===== src/rtl/exec_sequencer_if.sv =====
// Instruction-memory fetch channel between the sequencer (master) and the memory (slave).
interface exec_sequencer_if #(
  parameter int PC_WIDTH   = 8,
  parameter int DATA_WIDTH = 16
);
  logic                  imem_req;
  logic [PC_WIDTH-1:0]   imem_addr;
  logic                  imem_ack;
  logic [DATA_WIDTH-1:0] imem_data;

  modport master (output imem_req, imem_addr, input imem_ack, imem_data);
  modport slave  (input imem_req, imem_addr, output imem_ack, imem_data);
endinterface


===== src/rtl/exec_sequencer.sv =====
// Fetch/decode/execute sequencer: owns pc, the instruction register and the retired count,
// and gates the decoder's write strobes to the single EXECUTE cycle.
module exec_sequencer #(
  parameter int PC_WIDTH          = 8,
  parameter int PROGRAM_DataWidth = 16,
  parameter int CntWidth          = 16
) (
  input  logic                         clk,
  input  logic                         rst_n,
  input  logic                         run,
  input  logic                         halt_req,
  exec_sequencer_if.master             imem,
  output logic [PROGRAM_DataWidth-1:0] instruction,
  input  logic                         dec_wr_en,
  input  logic                         dec_stat_wr_en,
  input  logic                         dec_cnt_wr_en,
  input  logic                         dec_add_offset,
  input  logic [PC_WIDTH-1:0]          dec_literal_adr,
  output logic                         reg_wr_en,
  output logic                         stat_wr_en,
  output logic [PC_WIDTH-1:0]          pc,
  output logic                         busy,
  output logic [CntWidth-1:0]          retired_cnt
);

  typedef enum logic [1:0] {IDLE, FETCH, DECODE, EXECUTE} state_t;

  state_t              state, state_nxt;
  logic [PC_WIDTH-1:0] pc_nxt;
  logic                go;

  assign go             = run & ~halt_req;
  assign busy           = (state != IDLE);
  assign imem.imem_req  = (state == FETCH);
  assign imem.imem_addr = pc;

  always_ff @(posedge clk or negedge rst_n) begin
    if (!rst_n) state <= IDLE;
    else        state <= state_nxt;
  end

  always_comb begin
    state_nxt  = state;
    reg_wr_en  = 1'b0;
    stat_wr_en = 1'b0;
    case (state)
      IDLE:    if (go) state_nxt = FETCH;
      FETCH:   if (imem.imem_ack) state_nxt = DECODE;
      DECODE:  state_nxt = EXECUTE;
      EXECUTE: begin
        reg_wr_en  = dec_wr_en;
        stat_wr_en = dec_stat_wr_en;
        state_nxt  = go ? FETCH : IDLE;
      end
      default: state_nxt = IDLE;
    endcase
  end

  // add_offset without cnt_wr_en is deliberately a plain increment
  always_comb begin
    pc_nxt = pc + PC_WIDTH'(1);
    if (dec_cnt_wr_en)
      pc_nxt = dec_add_offset ? pc + dec_literal_adr : dec_literal_adr;
  end

  always_ff @(posedge clk or negedge rst_n) begin
    if (!rst_n) begin
      pc          <= '0;
      instruction <= '0;
      retired_cnt <= '0;
    end else begin
      if (state == FETCH && imem.imem_ack) instruction <= imem.imem_data;
      if (state == EXECUTE) begin
        pc <= pc_nxt;
        if (retired_cnt != {CntWidth{1'b1}}) retired_cnt <= retired_cnt + CntWidth'(1);
      end
    end
  end

endmodule


===== src/flat_wrapper.sv =====
// flat-port wrapper written by rule: the top's interface ports become plain ports
module exec_sequencer_flat 
#(
  parameter int PC_WIDTH          = 8,
  parameter int PROGRAM_DataWidth = 16,
  parameter int CntWidth          = 16
)
  (clk, rst_n, run, halt_req, instruction, dec_wr_en, dec_stat_wr_en, dec_cnt_wr_en, dec_add_offset, dec_literal_adr, reg_wr_en, stat_wr_en, pc, busy, retired_cnt, imem_imem_req, imem_imem_addr, imem_imem_ack, imem_imem_data);
  exec_sequencer_if #(.PC_WIDTH(PC_WIDTH)) imem_i ();
  input  logic clk;
  input  logic rst_n;
  input  logic run;
  input  logic halt_req;
  output logic [PROGRAM_DataWidth-1:0] instruction;
  input  logic dec_wr_en;
  input  logic dec_stat_wr_en;
  input  logic dec_cnt_wr_en;
  input  logic dec_add_offset;
  input  logic [PC_WIDTH-1:0] dec_literal_adr;
  output logic reg_wr_en;
  output logic stat_wr_en;
  output logic [PC_WIDTH-1:0] pc;
  output logic busy;
  output logic [CntWidth-1:0] retired_cnt;
  output wire logic [$bits(imem_i.imem_req)-1:0] imem_imem_req;
  output wire logic [$bits(imem_i.imem_addr)-1:0] imem_imem_addr;
  input wire logic [$bits(imem_i.imem_ack)-1:0] imem_imem_ack;
  input wire logic [$bits(imem_i.imem_data)-1:0] imem_imem_data;
  assign imem_imem_req = imem_i.imem_req;
  assign imem_imem_addr = imem_i.imem_addr;
  assign imem_i.imem_ack = imem_imem_ack;
  assign imem_i.imem_data = imem_imem_data;
  exec_sequencer #(.PC_WIDTH(PC_WIDTH), .PROGRAM_DataWidth(PROGRAM_DataWidth), .CntWidth(CntWidth)) u_core (.clk(clk), .rst_n(rst_n), .run(run), .halt_req(halt_req), .imem(imem_i), .instruction(instruction), .dec_wr_en(dec_wr_en), .dec_stat_wr_en(dec_stat_wr_en), .dec_cnt_wr_en(dec_cnt_wr_en), .dec_add_offset(dec_add_offset), .dec_literal_adr(dec_literal_adr), .reg_wr_en(reg_wr_en), .stat_wr_en(stat_wr_en), .pc(pc), .busy(busy), .retired_cnt(retired_cnt));
endmodule

===== config.mk =====
export PLATFORM = sky130hd
export DESIGN_NAME = exec_sequencer_flat
export DESIGN_NICKNAME = d
export VERILOG_FILES = /design/src/rtl/exec_sequencer_if.sv /design/src/rtl/exec_sequencer.sv /design/src/flat_wrapper.sv
export SDC_FILE = /design/constraint.sdc
export NUM_CORES = 1
export LEC_CHECK = 0
export CAP_MARGIN = 20
export CORE_MARGIN = 2
export CORE_UTILIZATION = 49
export CTS_BUF_LIST = sky130_fd_sc_hd__clkbuf_4 sky130_fd_sc_hd__clkbuf_8 sky130_fd_sc_hd__clkbuf_16
export CTS_CLUSTER_DIAMETER = 100
export DETAILED_ROUTE_END_ITERATION = 10
export GPL_ROUTABILITY_DRIVEN = 0
export HOLD_SLACK_MARGIN = 0.03
export PLACE_DENSITY = 0.86
export SETUP_SLACK_MARGIN = 0.05
export SYNTH_ARGS = -nofsm -noshare
export SYNTH_HDL_FRONTEND = slang
export SYNTH_SLANG_ARGS = --single-unit

===== constraint.sdc =====
create_clock -name clk -period 6 [get_ports clk]
set_clock_uncertainty 0.2 [all_clocks]
set_input_delay 1.2 -clock clk [delete_from_list [all_inputs] [get_ports clk]]
set_output_delay 1.2 -clock clk [all_outputs]
set_load 0.05 [all_outputs]

Word-level counts from Yosys, hierarchy flattened. Cells that the tools add are included. W data, S select, Z words.

Div/mod/pow operators: 0. Equal/unequal tests: 6. Shift-type cells: 0. Multiplexer cells: 8. Bitwise operators: 2. Add/subtract/negate cells: 3. Order comparisons: 0. Multipliers: 0. Reduce and logical (&&, ||, !) cells: 5.

Operators by type and width (count): $add A16 B1 Y16 const B (1); $mux W8 (2); $ne A16 B16 Y1 const B (1); $add A8 B1 Y8 const B (1); $add A8 B8 Y8 (1); $pmux W2 S4 (1); $eq A2 B2 Y1 const B (2); $mux W2 (2); $ne A2 B1 Y1 const B (2); $reduce_and A2 Y1 (2); $mux W1 (3); $eq A2 B1 Y1 const B (1); $logic_not A2 Y1 (1); $reduce_bool A2 Y1 (1); $and A1 B1 Y1 (1); $logic_and A1 B1 Y1 (1); $not A1 Y1 (1).

Memories kept: 0. RAM bits: 0. Output and inout port bits: 52. Bits in read-only memories: 0. Word-level logic and storage cells: 28. Bits in latches: 0. Flip-flop bits (word level): 42.

Logic depth before layout (Yosys ltp). Gate-level depths: netlist (run 1).

Word-level depth: 4. Depth in mapped cells: 8. Depth with buffers taken out: 8.

Worst setup path before layout (run 1). No wires, ideal clock.

Kind: in2out. From: input dec_wr_en. To: output reg_wr_en. Stages on the path: 1. Arrival time: 1.612 ns. Slack: 2.988 ns. Cell sequence: and2_1.

Cells in the longest elaborated chain, start to end: 1.

Ends and longest elaborated chain: from (decl) (line flat_wrapper.sv:15) `input logic dec_wr_en;`; $mux W1 (line exec_sequencer.sv:46) `case (state)`; to (decl) (line flat_wrapper.sv:20) `output logic reg_wr_en;`.

No other way between the ends.

Worst setup path after layout (run 1).
From: input dec_stat_wr_en. To: output stat_wr_en.

Cells in the longest elaborated chain, start to end: 1.

Ends and longest elaborated chain: from (decl) (line flat_wrapper.sv:16) `input logic dec_stat_wr_en;`; $mux W1 (line exec_sequencer.sv:46); to (decl) (line flat_wrapper.sv:21) `output logic stat_wr_en;`.

No other way between the ends.

==> metrics.md, run 1 <==
| Metric | Value |
|---|---|
| Top post-synthesis cells by count | `42 x dfrtp_1, 17 x mux2_2, 13 x ha_1` |
| DP Wirelength | `4230 um` |
| Synth warnings | `0` |
| Hold WC Path Type | `flip-flop to flip-flop` |
| Clock power share | `9.4%` |
| Die area | `5630 um^2` |
| DR vias | `2064` |
| Via density | `5.40` |
| Pint | `954 uW` |
| Vias in the first global route | `1938` |
| Synth top area cells | `dfrtp_1 43%, mux2_2 7.7%, ha_1 6.6%` |
| Clk root buf | `clkbuf_8` |
| Die span in y | `75.0 um` |
| WS Path Type | `input port to output pin` |
| Initial Util | `51.6%` |
| Net Sw Frac | `50.8%` |
| Distinct cell type count after synthesis | `46` |
| Cell area after synthesis | `2470 um^2` |
| Layout cell share with drive strength beyond 1 | `9.84%` |
| DIE WIDTH | `75.0 um` |
| Seq/Total Area, Yosys | `42.5%` |
| Nets | `362` |
| Post-Synth Simple-Gate Area | `16.9%` |
| Largest net degree at the start of global routing | `43` |
| Multiplexer share of the synthesized area | `9.57%` |
| PwrDens | `571 nW/um^2` |
| Post-route DRC | `0` |
| Clock buffers created by TritonCTS | `5` |
| CTS-repair resized insts | `0` |
| Slew @ Worst Pin | `918 ps` |
| Total track usage | `21.2%` |
| Pre-CTS setup slack | `2010 ps` |
| Synthesized instance count | `238` |
| Worst stage delay on the critical path | `800 ps` |
| DR WL/cell | `14.9 um` |
| Leak pwr | `1.42 nW` |
| Top fanout value on the critical path | `1` |
| Slowest cell on crit path | `clkdlybuf4s50_1` |
| Crit end category | `output pin` |
| CORE AREA | `4790 um^2` |
| Worst endpoint data arrival time | `2580 ps` |
| Adder-cell share of the synthesized area | `7.39%` |
| Critical path buffers and inverters | `2` |
| Gate power share | `64.4%` |
| XOR/XNOR Fraction of Synth Area | `5.67%` |
| Final worst slack | `2020 ps` |
| Critical-path cell list | `clkdlybuf4s50_1 -> and2_1 -> clkdlybuf4s50_1` |
| PortBufs | `84` |
| CP top delay family | `buffers and inverters` |
| Post-synth EDFFs | `0` |
| Area delta synth->final | `37.4%` |
| CTS tree | `done` |
| Initial antenna violation count | `0` |
| Post-synth top area share | `42.5%` |
| # IOs | `85` |
| Worst path most repeated cell | `clkdlybuf4s50_1` |
| Max Slew Vio Count | `0` |
| 1st-pass router iterations | `4` |
| Avg Cell Area, Syn | `10.4 um^2` |
| Post-CTS setup repair buffer count | `0` |
| Yosys top cell by area | `dfrtp_1` |
| Maximum vdd drop | `0.394 mV` |
| Post-Syn Nets | `285` |
| Rel. slew slack | `38.8%` |
| Critical Path RT | `4600 ps` |
| Register bit total from synthesis | `42` |
| Peak Freq | `0.251 GHz` |
| Placed Instances | `375` |
| First-pass GRT wire length | `9120 um` |
| Switching power | `985 uW` |
| Final min period | `3980 ps` |
| Setup TNS | `0 ps` |
| Non-Filler Instances | `382` |
| Max_cap viols | `0` |
| Tcrit/Tclk final | `66.4%` |
| Filler cell count | `370` |
| Count leader, synth | `dfrtp_1` |
| N_diodes | `0` |
| Main combinational cell family by area after synthesis | `simple AND/OR/NAND/NOR gates` |
| Ys flop type | `dfrtp_1` |
| Drt total wl | `5680 um` |
| Final Setup Violations | `0` |
| Initial DRC count | `83` |
| Reg power frac | `26.2%` |
| Cell Rows | `25` |
| Post-route ant nets | `0` |
| Worst skew pair latency | `290 ps` |
| Startpoint types | `input port` |
| CTS H-tree lvls | `2` |
| Status | `complete, no violations` |
| Cts hold-fix bufs | `0` |
| Grt total ovfl | `0` |
| Clock buffer depth | `2` |
| CTS Sinks | `42` |
| Clock slew at reported path FFs | `70 ps` |
| Ys async rst share | `100%` |
| Fin. Hold Viols | `0` |
| Post-synthesis compound-gate area fraction | `13.2%` |
| Unrepaired setup endpoints after global routing | `no` |
[kinds of logic after synthesis]
group,count (synthesis)
and+or+nand+nor,74
AOI/OAI and AO/OA,48
DFF,42
buffers and inverters,23
muxes,21
xor gates and xnor gates,16
adders and majority gates,14
[final timing paths]
path / depth (start not counted) / slack [ps] / from / endpoint
setup / recovery: 3 / 2020 / dec_stat_wr_en / stat_wr_en
hold / removal: 1 / 300 / u_core.retired_cnt[15]$_DFFE_PN0P_ / u_core.retired_cnt[15]$_DFFE_PN0P_
setup reg to reg: 6 / 3620 / u_core.imem.imem_addr[4]$_DFFE_PN0P_ / u_core.imem.imem_addr[7]$_DFFE_PN0P_
hold reg to reg: 1 / 300 / u_core.retired_cnt[15]$_DFFE_PN0P_ / u_core.retired_cnt[15]$_DFFE_PN0P_
max in group asynchronous: 1 / 4190 / rst_n / u_core.retired_cnt[6]$_DFFE_PN0P_
min in group asynchronous: 1 / 830 / rst_n / u_core.instruction[11]$_DFFE_PN0P_
[sequential cells by signal, summed over array words and instances, names as in the netlist]
register and flops:
u_core.state 2, u_core.retired_cnt 16, u_core.imem.imem_addr 8, u_core.instruction 16
[placed cells by master (no fill, tap or decap), types with 2 or more instances in the layout]
cell type | synthesis | routed
nand2_1 | 10 | 10
nand3b_1 | 2 | 2
nand4_1 | 10 | 10
clkbuf_4 | 0 | 2
a22o_1 | 2 | 2
inv_1 | 8 | 8
nand2b_1 | 5 | 5
dfrtp_1 | 42 | 42
xor2_1 | 4 | 4
clkdlybuf4s50_1 | 0 | 83
mux2_2 | 17 | 17
o211ai_1 | 4 | 4
xnor2_1 | 12 | 12
and3_1 | 6 | 6
nor3_1 | 3 | 3
o21ai_0 | 11 | 11
mux2i_1 | 3 | 3
a21o_1 | 2 | 2
nand3_1 | 11 | 11
and2_1 | 3 | 3
nor2_1 | 10 | 10
o21a_1 | 4 | 4
clkbuf_8 | 0 | 5
ha_1 | 13 | 13
a21oi_1 | 9 | 9
or4_1 | 2 | 2
o31a_1 | 3 | 3
a31oi_1 | 4 | 4
nor2b_1 | 7 | 7
[through the flow]
stage                     hold slack [ps]  cell area, um^2  util, %  total power [mW]
final                                 303             3390     70.9              1.94
after global routing                  318             3390     70.9              2.05
after CTS                             308             3390     70.9              1.95
after detailed placement              290             3310     69.2              1.76
after global placement                282             3310     69.2              1.73
after floorplan                       377             2470        -              1.40
[power groups by stage]
stage / registers [mW] / clock network (mW) / logic [mW]
floorplan: 0.836 / 0 / 0.563
global placement: 0.504 / 0 / 1.23
detailed placement: 0.513 / 0 / 1.25
CTS: 0.510 / 0.185 / 1.25
global route: 0.529 / 0.194 / 1.33
finish: 0.509 / 0.181 / 1.25
[final cells by class]
| cell class | count | area, um^2 | share of cell area [%] |
|---|---|---|---|
| inverters | 8 | 30.0 | 0.885 |
| multi-input cells | 173 | 1300 | 38.4 |
| repair buffers | 85 | 843 | 24.8 |
| well taps | 67 | 83.8 | 2.47 |
| clock buffers | 7 | 83.8 | 2.47 |
| flip-flops and latches | 42 | 1050 | 31.0 |
[per-layer routing]
metal	wire length (um)	up-vias	global-route usage, %
met4	118	0	7.94
li1	-	1005	-
met3	276	12	3.88
met5	0	-	0
met2	2840	58	34.8
met1	2440	989	28.0
Note: power is estimated with default switching activity, not from simulation.
==> run 2: changes to the inputs <==
--- a/config.mk
+++ b/config.mk
@@ -7,13 +7,13 @@
 export LEC_CHECK = 0
 export CAP_MARGIN = 20
 export CORE_MARGIN = 2
-export CORE_UTILIZATION = 49
+export CORE_UTILIZATION = 41
 export CTS_BUF_LIST = sky130_fd_sc_hd__clkbuf_4 sky130_fd_sc_hd__clkbuf_8 sky130_fd_sc_hd__clkbuf_16
 export CTS_CLUSTER_DIAMETER = 100
 export DETAILED_ROUTE_END_ITERATION = 10
 export GPL_ROUTABILITY_DRIVEN = 0
 export HOLD_SLACK_MARGIN = 0.03
-export PLACE_DENSITY = 0.86
+export PLACE_DENSITY = 0.76
 export SETUP_SLACK_MARGIN = 0.05
 export SYNTH_ARGS = -nofsm -noshare
 export SYNTH_HDL_FRONTEND = slang
==> constraint.sdc (replaced) <==
create_clock -name clk -period 3.3 [get_ports clk]
set_clock_uncertainty 0.2 [all_clocks]
set_input_delay 0.66 -clock clk [delete_from_list [all_inputs] [get_ports clk]]
set_output_delay 0.66 -clock clk [all_outputs]
set_load 0.05 [all_outputs]
==> run 2 against run 1 <==
Core utilization is 13 points lower. Sequential power is 82% higher. Register-to-register slack worse by 2700 ps. Via count is 0.39% higher. Total power is 82% higher. Sequential cell count stayed put. Worst hold slack better by 0.63 ps. Final area is 1.1% higher. Global-route usage is 5.1 points lower. Critical endpoint unchanged. Highest routed layer unchanged.
==> metrics.md, run 2 (same netlist as run 1, synthesis figures left out) <==
| Metric | Value |
|---|---|
| Setup TNS | `0 ps (unchanged)` |
| Peak Freq | `0.347 GHz` |
| Switching power | `1.79 mW (was 985 uW)` |
| PwrDens | `1030 nW/um^2 (was 571 nW/um^2)` |
| Clock slew at reported path FFs | `80 ps (was 70 ps)` |
| Post-route DRC | `0 (unchanged)` |
| Placed Instances | `385 (was 375)` |
| Critical-path cell list | `clkdlybuf4s50_1 -> and2_1 -> clkdlybuf4s50_1 (unchanged)` |
| Finished Core Util | `58.3% (was 70.9%)` |
| Net Sw Frac | `50.7% (was 50.8%)` |
| Critical path origin | `dec_stat_wr_en (unchanged)` |
| Final Setup Violations | `0 (unchanged)` |
| Initial Util | `42.0% (was 51.6%)` |
| Tcrit/Tclk final | `87.3%` |
| Hold WC Path Type | `flip-flop to flip-flop (unchanged)` |
| Pre-CTS setup slack | `358 ps (was 2010 ps)` |
| CP top delay family | `buffers and inverters (unchanged)` |
| Cell Rows | `28 (was 25)` |
| Critical path buffers and inverters | `2 (unchanged)` |
| Maximum vdd drop | `0.649 mV (was 0.394 mV)` |
| Die area | `6660 um^2 (was 5630 um^2)` |
| DIE WIDTH | `81.6 um (was 75.0 um)` |
| CTS-repair resized insts | `0 (unchanged)` |
| Clock buffer depth | `2 (unchanged)` |
| Leak pwr | `1.44 nW (was 1.42 nW)` |
| Worst path most repeated cell | `clkdlybuf4s50_1 (unchanged)` |
| Pint | `1.74 mW (was 954 uW)` |
| Final worst slack | `419 ps (was 2020 ps)` |
| R2r setup slk | `960 ps (was 3620 ps)` |
| Post-route ant nets | `0 (unchanged)` |
| Post-CTS setup repair buffer count | `0 (unchanged)` |
| Startpoint types | `input port (unchanged)` |
| Most frequent cells in the layout | `83 x clkdlybuf4s50_1, 42 x dfrtp_1, 17 x mux2_2 (unchanged)` |
| Most common cell after layout, fill and taps aside | `clkdlybuf4s50_1 (unchanged)` |
| Status | `complete, no violations (unchanged)` |
| Crit path to | `stat_wr_en (unchanged)` |
| DR WL/cell | `14.1 um (was 14.9 um)` |
| Clk root buf | `clkbuf_8 (unchanged)` |
| Final hold slack | `304 ps (was 303 ps)` |
| Clock power share | `9.6% (was 9.4%)` |
| Cell Area, Placed | `3340 um^2 (was 3310 um^2)` |
| WS Path Type | `input port to output pin (unchanged)` |
| Gate power share | `64.2% (was 64.4%)` |
| Max Slew Vio Count | `0 (unchanged)` |
| CORE AREA | `5890 um^2 (was 4790 um^2)` |
| Layout cell share with drive strength beyond 1 | `10.7% (was 9.84%)` |
| CP Depth | `3 (unchanged)` |
| CTS tree | `done (unchanged)` |
| Nets | `364 (was 362)` |
| Worst stage delay on the critical path | `800 ps (about the same)` |
| Initial DRC count | `71 (was 83)` |
| Vias in the first global route | `1955 (was 1938)` |
| 1st-pass router iterations | `4 (unchanged)` |
| Final min period | `2880 ps` |
| PortBufs | `84 (unchanged)` |
| Reg2Reg Depth | `6 (unchanged)` |
| N_diodes | `0 (unchanged)` |
| Reg power frac | `26.2% (about the same)` |
| Die span in y | `81.6 um (was 75.0 um)` |
| Worst skew pair latency | `280 ps (was 290 ps)` |
| Initial antenna violation count | `0 (unchanged)` |
| Slew @ Worst Pin | `936 ps (was 918 ps)` |
| Overall power | `3.53 mW (was 1.94 mW)` |
| Slowest cell on crit path | `clkdlybuf4s50_1 (unchanged)` |
| Crit end category | `output pin (unchanged)` |
| Critical Path RT | `2440 ps (was 4600 ps)` |
| Fin. Hold Viols | `0 (unchanged)` |
| Unrepaired setup endpoints after global routing | `no (unchanged)` |
| Total track usage | `16.1% (was 21.2%)` |
| Max_cap viols | `0 (unchanged)` |
| FF-to-FF End | `u_core.imem.imem_addr[7]$_DFFE_PN0P_ (unchanged)` |
| Via density | `5.27 (was 5.40)` |
| DP Wirelength | `4310 um (was 4230 um)` |
| Cts hold-fix bufs | `0 (unchanged)` |
| Top fanout value on the critical path | `1 (unchanged)` |
| R2r startpoint | `u_core.imem.imem_addr[4]$_DFFE_PN0P_ (unchanged)` |
| Drt total wl | `5530 um (was 5680 um)` |
| Rel. slew slack | `37.6% (was 38.8%)` |
| Grt total ovfl | `0 (unchanged)` |
| CTS Sinks | `42 (unchanged)` |
| Largest net degree at the start of global routing | `43 (unchanged)` |
| Non-Filler Instances | `393 (was 382)` |
| First-pass GRT wire length | `8580 um (was 9120 um)` |
| CTS H-tree lvls | `2 (unchanged)` |
| Area delta synth->final | `38.8% (was 37.4%)` |
| Design area | `3430 um^2 (was 3390 um^2)` |
| Worst endpoint data arrival time | `2020 ps (was 2580 ps)` |
| # IOs | `85 (unchanged)` |
| Clock buffers created by TritonCTS | `5 (unchanged)` |
| DR vias | `2072 (was 2064)` |
## run 2: changes by cell type in the layout (fill, tap and decap cells not counted)
cell and delta:
buf_4 +2, clkbuf_4 -2, clkbuf_8 +1, clkinv_2 +1, clkinvlp_4 +1
## run 2: worst min-delay path by stage
stage                     cells after the start                                from  slack (ps)                                   end
final                                         1  u_core.retired_cnt[15]$_DFFE_PN0P_         300    u_core.retired_cnt[15]$_DFFE_PN0P_
after global placement                        1   u_core.instruction[3]$_DFFE_PN0P_         290     u_core.instruction[3]$_DFFE_PN0P_
after detailed placement                      1  u_core.retired_cnt[15]$_DFFE_PN0P_         290    u_core.retired_cnt[15]$_DFFE_PN0P_
after floorplan                               0                               rst_n         160  u_core.imem.imem_addr[0]$_DFFE_PN0P_
after global routing                          1   u_core.retired_cnt[9]$_DFFE_PN0P_         330     u_core.retired_cnt[9]$_DFFE_PN0P_
after CTS                                     1  u_core.retired_cnt[15]$_DFFE_PN0P_         310    u_core.retired_cnt[15]$_DFFE_PN0P_
## run 2: final cells by class
cell class              count  area (um^2)
clock buffers               6         82.6
clock inverters             2         12.5
flip-flops and latches     42         1050
fillers                   527         2450
multi-input cells         173         1300
inverters                   8         30.0
well taps                  75         93.8
repair buffers             87          858
## run 2: routing by layer
| layer | global-route usage [%] | share of wire (%) |
|---|---|---|
| met3 | 2.20 | 4.1 |
| met2 | 28.2 | 51 |
| met1 | 21.1 | 44 |
| met5 | 0 | 0 |
| met4 | 4.00 | 0.25 |
## run 2: power by group through the flow
stage | clock network, mW | logic, mW | registers [mW]
finish | 0.339 | 2.27 | 0.924
global route | 0.376 | 2.40 | 0.957
CTS | 0.354 | 2.28 | 0.926
detailed placement | 0 | 2.27 | 0.935
global placement | 0 | 2.24 | 0.922
floorplan | 0 | 1.02 | 1.52
